`config.mk`:
```
export PLATFORM = sky130hd
export DESIGN_NAME = tick_gen_multi
export DESIGN_NICKNAME = d
export VERILOG_FILES = /design/src/rtl/tick_gen_multi_pkg.sv /design/src/rtl/tick_gen_multi_chan.sv /design/src/rtl/tick_gen_multi.sv
export SDC_FILE = /design/constraint.sdc
export NUM_CORES = 1
export LEC_CHECK = 0
export CAP_MARGIN = 20
export CORE_AREA = 2 2 180 182
export CTS_CLUSTER_SIZE = 28
export DETAILED_ROUTE_END_ITERATION = 10
export DIE_AREA = 0 0 182 184
export PLACE_DENSITY = 0.7
export SLEW_MARGIN = 25
export SYNTH_ARGS = -nofsm -noshare
export SYNTH_HDL_FRONTEND = slang
export SYNTH_HIERARCHICAL = 1
export SYNTH_SLANG_ARGS = --single-unit
```
`constraint.sdc`:
```
create_clock -name clk -period 7.4 [get_ports clk]
set_input_delay 2.22 -clock clk [delete_from_list [all_inputs] [get_ports clk]]
set_output_delay 2.22 -clock clk [all_outputs]
set_load 0.1 [all_outputs]
```
`src/rtl/tick_gen_multi_pkg.sv`:
```
// rtl/tick_gen_multi_pkg.sv - shared timebase constants and channel index assignment
// Contents:
//   DIV_*        default divisors for a 100 MHz clock
//   ch_idx_e     channel index assignment, used by consumers to select tick bits
package tick_gen_multi_pkg;

   localparam int unsigned DIV_1HZ   = 100000000;
   localparam int unsigned DIV_2HZ   = 50000000;
   localparam int unsigned DIV_380HZ = 262144;
   localparam int unsigned DIV_5HZ   = 20000000;

   typedef enum logic [1:0] {
      CH_1HZ = 2'd0,
      CH_2HZ = 2'd1,
      CH_SEG = 2'd2,
      CH_ADJ = 2'd3
   } ch_idx_e;

endpackage

```
`src/rtl/tick_gen_multi_chan.sv`:
```
// rtl/tick_gen_multi_chan.sv - one timebase channel: counter, divisor, tick and toggle
// Ports:
//   clk, rst     system clock, synchronous active-high reset
//   en, clr      count enable (pause when 0), phase clear (dominates en)
//   wr_en        already-decoded divisor write strobe for this channel
//   wr_div       new divisor value
//   tick         registered one-cycle pulse on wrap
//   sq           registered toggle, flips on every tick
//   cnt          live counter value
module tick_chan
   import tick_gen_multi_pkg::*;
#(
   parameter int              CW      = 27,
   parameter logic [CW-1:0]   DIV_RST = CW'(DIV_1HZ)
) (
   input  logic          clk,
   input  logic          rst,
   input  logic          en,
   input  logic          clr,
   input  logic          wr_en,
   input  logic [CW-1:0] wr_div,
   output logic          tick,
   output logic          sq,
   output logic [CW-1:0] cnt
);

   logic [CW-1:0] r_div;
   logic [CW-1:0] r_cnt;
   logic          r_tick;
   logic          r_sq;
   logic [CW-1:0] w_last;
   logic          w_wrap;

   // Divisors 0 and 1 both mean "tick every enabled cycle".
   assign w_last = (r_div < CW'(2)) ? '0 : r_div - CW'(1);
   // >= rather than == so a divisor shrunk below the live count wraps at once.
   assign w_wrap = (r_cnt >= w_last);

   always_ff @(posedge clk) begin
      if (rst) begin
         r_div  <= DIV_RST;
         r_cnt  <= '0;
         r_tick <= 1'b0;
         r_sq   <= 1'b0;
      end else begin
         // The wrap below reads the old r_div, so a write lands after it.
         if (wr_en) begin
            r_div <= wr_div;
         end
         if (clr) begin
            r_cnt  <= '0;
            r_tick <= 1'b0;
         end else if (!en) begin
            r_tick <= 1'b0;
         end else if (w_wrap) begin
            r_cnt  <= '0;
            r_tick <= 1'b1;
            r_sq   <= ~r_sq;
         end else begin
            r_cnt  <= r_cnt + CW'(1);
            r_tick <= 1'b0;
         end
      end
   end

   assign tick = r_tick;
   assign sq   = r_sq;
   assign cnt  = r_cnt;

endmodule

```
`src/rtl/tick_gen_multi.sv`:
```
// rtl/tick_gen_multi.sv - parametrised multi-channel timebase generator
// Ports:
//   clk, rst     system clock, synchronous active-high reset
//   en           count enable for all channels (0 = pause)
//   clr          phase clear of all counters; divisors kept
//   wr_en/wr_ch/wr_div  runtime divisor write; out-of-range channel ignored
//   tick[NCH]    one-cycle wrap pulse per channel
//   sq[NCH]      per-channel toggle at half the tick rate
//   cnt          live counters, channel i at cnt[i*CW +: CW]
module tick_gen_multi
   import tick_gen_multi_pkg::*;
#(
   parameter int                  NCH  = 4,
   parameter int                  CW   = 27,
   parameter logic [NCH*CW-1:0]   DIVS = {CW'(DIV_5HZ), CW'(DIV_380HZ), CW'(DIV_2HZ), CW'(DIV_1HZ)},
   parameter int                  CHW  = 2
) (
   input  logic              clk,
   input  logic              rst,
   input  logic              en,
   input  logic              clr,
   input  logic              wr_en,
   input  logic [CHW-1:0]    wr_ch,
   input  logic [CW-1:0]     wr_div,
   output logic [NCH-1:0]    tick,
   output logic [NCH-1:0]    sq,
   output logic [NCH*CW-1:0] cnt
);

   logic [NCH-1:0] w_wr;

   for (genvar i = 0; i < NCH; i++) begin : g_chan
      // Indices >= NCH match no channel, so such writes fall away.
      assign w_wr[i] = wr_en && (wr_ch == CHW'(i));

      tick_chan #(
         .CW      (CW),
         .DIV_RST (DIVS[i*CW +: CW])
      ) u_chan (
         .clk    (clk),
         .rst    (rst),
         .en     (en),
         .clr    (clr),
         .wr_en  (w_wr[i]),
         .wr_div (wr_div),
         .tick   (tick[i]),
         .sq     (sq[i]),
         .cnt    (cnt[i*CW +: CW])
      );
   end

endmodule
```
==> results_dict.tcl, run 1 <==
set metrics [dict create \
    hold_class "reg -> reg" \
    insertion_delay_ns 0.53 \
    synth_top_area_share_pct 32.5 \
    yosys-top-cells-count "dfxtp_1, nand2_1, nor2_1, nor3_1, ha_1" \
    final_cell_count_no_fill 2145 \
    antenna_cells 0 \
    cp_top_family "simple AND/OR/NAND/NOR gates" \
    p_comb_share_pct 11.6 \
    path_buf_inv 0 \
    htree_levels 1 \
    syn_area_per_cell_um2 8.56 \
    core_area_um2 31400 \
    rsz0062_at_grt "false" \
    syn_nets 1759 \
    num_io_pins 150 \
    cpMaxStageDelayCell "or4_1" \
    cts_tree "built" \
    wire_per_inst_um 16.4 \
    drv_slew 0 \
    cp_common_cell "nand4_1" \
    cpPeakStageDelay_ns 0.91 \
    synth_top_flop_cell "dfxtp_1" \
    drt-vias-per-instance 5.55 \
    power_frac_seq_pct 43.9 \
    placed_cell_area_um2 15500 \
    fp.dieH_um 184 \
    max_cap_viol_count 0 \
    min_period_over_period_pct 70.9 \
    status "completed" \
    p_sw_mw 0.732 \
    fin_ws_ns 2.15 \
    drt_wl_total_mm 35.2 \
    synth_most_common_cell "dfxtp_1" \
    io_buffers 149 \
    critPathMaxFanout 27 \
    fin_crit_ns 5.25 \
    drc 0 \
    power.density_nw_per_um2 175 \
    dieWidth_um 182 \
    start_util_pct 43.9 \
    ys_ff_latch 224 \
    nNetsFinal 1875 \
    intPower_mw 2.14 \
    crit_chain "or4_4, or3_4, or4b_1, or4_1, nand2_1, ha_1, nand4_1, nor4_1, nand4_1, a41oi_1, o21a_1, nor3_1" \
    synthTopCellsByArea "dfxtp_1, ha_1, mux2i_1, xor2_1, nand2_1" \
    dp.cells 2100 \
    synth_top_cell_by_area "dfxtp_1" \
    total_power_mw 2.88 \
    hold_viol 0 \
    vias 11900 \
    row_count 65 \
    arrival_ns 5.62 \
    switching_share_pct 25.5 \
    ir_drop_mv 0.183 \
    grt_pass1_wl_mm 56.3 \
    syn_inst 1609 \
    crit_path_end_kind "register" \
    postCtsSetupBuffers 0 \
    cts-resized-gates 0 \
    crit_type "reg -> reg" \
    grt_pass1_vias 11400 \
    drtIter0Drc 661 \
    clock-sinks 224 \
    tightest_slew_ns 0.991 \
    setup_violations 0 \
    synth_cell_types 70 \
    dpl.hpwl_mm 26.2 \
    dieArea_um2 33500 \
    fin_area_um2 16400 \
    cts.path.max_buffers 3 \
    yosysSeqAreaShare_pct 32.5 \
    grt-ovfl-total 0 \
    max_slew_margin_pct 33.7 \
    yosysWarnings 6 \
    cts_buffers 25 \
    drive_gt1_share_pct 5.57 \
    num-fill-cells 2953 \
    final_antenna_net_count 0 \
    grt_max_degree 40 \
    syn_area_um2 13800 \
    fmax_ghz 0.191 \
    clkPwrFrac_pct 44.6 \
    first_pass_iters 5 \
    hold_buffers 0 \
    ctsRootBufferMaster "clkbuf_16" \
    cp_data_required_time_ns 7.77 \
    cp-start-kind "register" \
    antenna_found_initial 0 \
    fin_tns_setup_ns 0 \
    p_leak_nw 6.42 \
    routabilityCongestion 0.815 \
    clk_pin_slew_ns 0.06 \
    synthArstFlopShare_pct 0 \
    place_worst_setup_slack_ns 2.15 \
    synth_edf_count 0 \
    grtUsageTotal_pct 20.3 \
    clock_skew_ns 0.00867 \
    synthToLayoutAreaGrowth_pct 19.0 \
]
-- through the flow --
stage	util, %	hold WS [ns]
after CTS	52.2	0.530
after floorplan	-	0.476
final	52.2	0.526
after detailed placement	49.5	0.515
after global placement	49.5	0.509
after global routing	52.2	0.560
-- registers in the layout (all words and copies together), names as in the netlist --
name                 cells
g_chan.u_chan/cnt      108
g_chan.u_chan/r_div    108
g_chan.u_chan/sq         4
g_chan.u_chan/tick       4
-- placed cells by master, fill, tap and decap left out, types with 8 or more instances in the layout --
cell	synthesis	layout
o21ai_0	20	20
nand4_1	47	47
dfxtp_1	224	224
nor3_1	131	131
nor2b_1	34	34
clkbuf_16	0	25
a211o_1	18	18
a21o_1	8	8
mux2i_1	96	96
nor2_1	151	151
nand3_1	66	66
clkdlybuf4s50_1	0	148
xor2_1	107	107
nand2_1	178	178
nand2b_1	20	20
inv_1	28	28
xnor2_1	69	69
and3_1	29	29
nor4_1	19	19
a21oi_1	59	59
ha_1	116	116
-- worst reg2reg max path: stages (launching register included) --
cell	delay, ns
dfxtp_1	0.35
or4_4	0.56
or3_4	0.36
or4b_1	0.50
or4_1	0.91
nand2_1	0.17
ha_1	0.17
nand4_1	0.14
nor4_1	0.45
nand4_1	0.15
a41oi_1	0.45
o21a_1	0.77
nor3_1	0.12
-- final cells by class --
cell class | count | area, um2 | area share, %
clock inverter | 10 | 143 | 0.870
tap | 402 | 503 | 3.07
sequential | 224 | 4480 | 27.3
multi-input combinational | 1291 | 8920 | 54.4
timing repair buffer | 155 | 1530 | 9.34
inverter | 28 | 105 | 0.641
clock buffer | 35 | 713 | 4.35
-- per-layer routing --
metal | global-route usage (%) | up-vias | routed length, um
met5 | 0 | - | 0
li1 | - | 5948 | -
met2 | 36.5 | 232 | 17100
met4 | 4.35 | 0 | 514
met1 | 25.8 | 5674 | 15800
met3 | 3.01 | 48 | 1730
-- worst paths after layout --
check / start / to / slack (ns) / depth (start not counted)
worst max-delay path: g_chan[1].u_chan/r_div[16]$_SDFFE_PP0P_ / g_chan[1].u_chan/cnt[4]$_SDFFE_PP0P_ / 2.15 / 12
worst min register to register: g_chan[0].u_chan/r_div[22]$_SDFFE_PP1P_ / g_chan[0].u_chan/r_div[22]$_SDFFE_PP1P_ / 0.53 / 2
worst max register to register: g_chan[1].u_chan/r_div[16]$_SDFFE_PP0P_ / g_chan[1].u_chan/cnt[4]$_SDFFE_PP0P_ / 2.15 / 12
worst min-delay path: g_chan[0].u_chan/r_div[22]$_SDFFE_PP1P_ / g_chan[0].u_chan/r_div[22]$_SDFFE_PP1P_ / 0.53 / 2
-- power groups by stage --
stage | combinational, mW | clock, mW | sequential, mW
5_1_grt | 0.374 | 1.35 | 1.26
2_1_floorplan | 0.233 | 0 | 1.29
3_5_place_dp | 0.333 | 0 | 1.29
3_3_place_gp | 0.322 | 0 | 1.29
6_report | 0.333 | 1.28 | 1.26
4_1_cts | 0.334 | 1.31 | 1.26
-- kinds of logic (layout without fill, tap and decap cells) --
logic type	Yosys count	in the layout	synth area share, %
AND/OR/NAND/NOR	755	755	28.7
flip-flops	224	224	32.5
XOR/XNOR	176	176	11.2
AO/OA/AOI/OAI	144	144	6.86
adder cells (fa/ha/maj)	116	116	10.5
multiplexers	100	100	7.30
buffers and inverters	94	228	2.86
(Power assumes the default switching activity.)
==> inputs of run 2 (changes only) <==
PLACE_DENSITY = 0.73   (was 0.7)
clock period = 4.6 ns   (was 7.4 ns; I/O delays follow)
==> run 2 against run 1 <==
  * Hold slack better by 0.0026 ns
  * Final area up 0.69%
  * Final cell count grew 0.93%
  * Critical path type unchanged
  * Critical endpoint is now g_chan[1].u_chan/sq$_SDFFE_PP0P_
==> results_dict.tcl, run 2 (same netlist as run 1, synthesis figures left out) <==
set metrics [dict create \
    status "completed" \
    antenna_found_initial 0 \
    cts.path.max_buffers 3 \
    drc 0 \
    layout_common_cells "dfxtp_1, nand2_1, nor2_1, clkdlybuf4s50_1, nor3_1" \
    postCtsSetupBuffers 0 \
    crit_chain "or4_4, or3_4, or4b_1, or4_4, nand2_1, ha_1, a21o_1, a221o_1, a22oi_1, o2111ai_1, buf_4, o21ai_0, mux2_2" \
    ir_drop_mv 0.255 \
    power_frac_seq_pct 45.8 \
    setup_violations 0 \
    cts_tree "built" \
    power.density_nw_per_um2 268 \
    nNetsFinal 1897 \
    cts_buffers 24 \
    path_buf_inv 1 \
    hold_buffers 0 \
    dp.cells 2123 \
    drt-vias-per-instance 5.55 \
    switching_share_pct 26.1 \
    grt-ovfl-total 0 \
    fin_crit_ns 4.40 \
    critPathMaxFanout 17 \
    post-route-util_pct 52.6 \
    regArea_um2 4480 \
    fmax_ghz 0.227 \
    cp_common_cell "or4_4" \
    p_sw_mw 1.16 \
    hold_class "reg -> reg" \
    final_common_cell "dfxtp_1" \
    synthToLayoutAreaGrowth_pct 19.9 \
    drt_wl_total_mm 36.3 \
    vias 12000 \
    wire_per_inst_um 16.8 \
    dieWidth_um 182 \
    fin_area_um2 16500 \
    num_io_pins 150 \
    clock_skew_ns 0.00902 \
    p_comb_share_pct 12.4 \
    core_area_um2 31400 \
    clock-sinks 224 \
    total_power_mw 4.43 \
    intPower_mw 3.27 \
    whs_ns 0.529 \
    insertion_delay_ns 0.52 \
    drv_slew 0 \
    multiInputGateArea_um2 8950 \
    cp_data_required_time_ns 5.01 \
    dpl.hpwl_mm 27.0 \
    drtIter0Drc 764 \
    arrival_ns 4.81 \
    grt_pass1_wl_mm 57.2 \
    grt_pass1_vias 11300 \
    placed_cell_area_um2 15700 \
    num-fill-cells 2874 \
    place_worst_setup_slack_ns -0.231 \
    fin_tns_setup_ns 0 \
    io_buffers 149 \
    p_leak_nw 6.51 \
    min_period_over_period_pct 95.7 \
    row_count 65 \
    start_util_pct 43.9 \
    cp_top_family "simple AND/OR/NAND/NOR gates" \
    dieArea_um2 33500 \
    cp-start-kind "register" \
    drive_gt1_share_pct 6.93 \
    final_antenna_net_count 0 \
    clkPwrFrac_pct 41.8 \
    cpPeakStageDelay_ns 0.65 \
    cpMaxStageDelayCell "or4_4" \
    crit_type "reg -> reg" \
    grt_max_degree 46 \
    clk_pin_slew_ns 0.06 \
    first_pass_iters 6 \
    final_cell_count_no_fill 2165 \
    max_cap_viol_count 0 \
    hold_viol 0 \
    fin_ws_ns 0.196 \
    fp.dieH_um 184 \
    grtUsageTotal_pct 20.9 \
    htree_levels 1 \
    routabilityCongestion 0.843 \
    tightest_slew_ns 0.990 \
    ctsRootBufferMaster "clkbuf_16" \
    max_slew_margin_pct 33.8 \
    crit_path_end_kind "register" \
]
## run 2: final timing paths
kind	startpoint	endpoint	slack [ns]	depth (start not counted)
max reg2reg	g_chan[1].u_chan/r_div[17]$_SDFFE_PP1P_	g_chan[1].u_chan/sq$_SDFFE_PP0P_	0.20	13
min reg2reg	g_chan[3].u_chan/r_div[13]$_SDFFE_PP1P_	g_chan[3].u_chan/r_div[13]$_SDFFE_PP1P_	0.53	2
max	g_chan[1].u_chan/r_div[17]$_SDFFE_PP1P_	g_chan[1].u_chan/sq$_SDFFE_PP0P_	0.20	13
min	g_chan[3].u_chan/r_div[13]$_SDFFE_PP1P_	g_chan[3].u_chan/r_div[13]$_SDFFE_PP1P_	0.53	2
## run 2: power by group through the flow
stage               registers [mW]  clock network (mW)  logic, mW
CTS                           2.03                1.89      0.550
finish                        2.03                1.85      0.551
global placement              2.07                   0      0.526
detailed placement            2.07                   0      0.548
global route                  2.03                1.97      0.615
floorplan                     2.07                   0      0.375
## run 2: per-layer routing
| metal | vias up | global-route usage (%) | routed length, um |
|---|---|---|---|
| met2 | 248 | 36.9 | 17600 |
| met1 | 5732 | 27.1 | 16600 |
| met5 | - | 0 | 0 |
| met4 | 0 | 4.03 | 432 |
| met3 | 36 | 3.19 | 1740 |
| li1 | 6002 | - | - |
## run 2: repair_timing
item / 4_1_cts / 5_1_grt
setup endpoints to repair: 74 / 80
pin swaps: 0 / 0
resized for setup: 3 / 6
## run 2: layout make-up
class / count / area share (%)
Antenna cell: 2 / 0.0303
Inverter: 28 / 0.637
Clock buffer: 34 / 4.30
Clock inverter: 6 / 0.235
Multi-Input combinational cell: 1291 / 54.2
Timing Repair Buffer: 178 / 10.4
Tap cell: 402 / 3.05
Sequential cell: 224 / 27.2
## run 2: worst reg2reg max path: stages (launching register included)
cell and delay [ns]:
dfxtp_1 0.35, or4_4 0.54, or3_4 0.36, or4b_1 0.50, or4_4 0.65, nand2_1 0.10
ha_1 0.24, a21o_1 0.17, a221o_1 0.32, a22oi_1 0.15, o2111ai_1 0.20, buf_4 0.21
o21ai_0 0.17, mux2_2 0.35
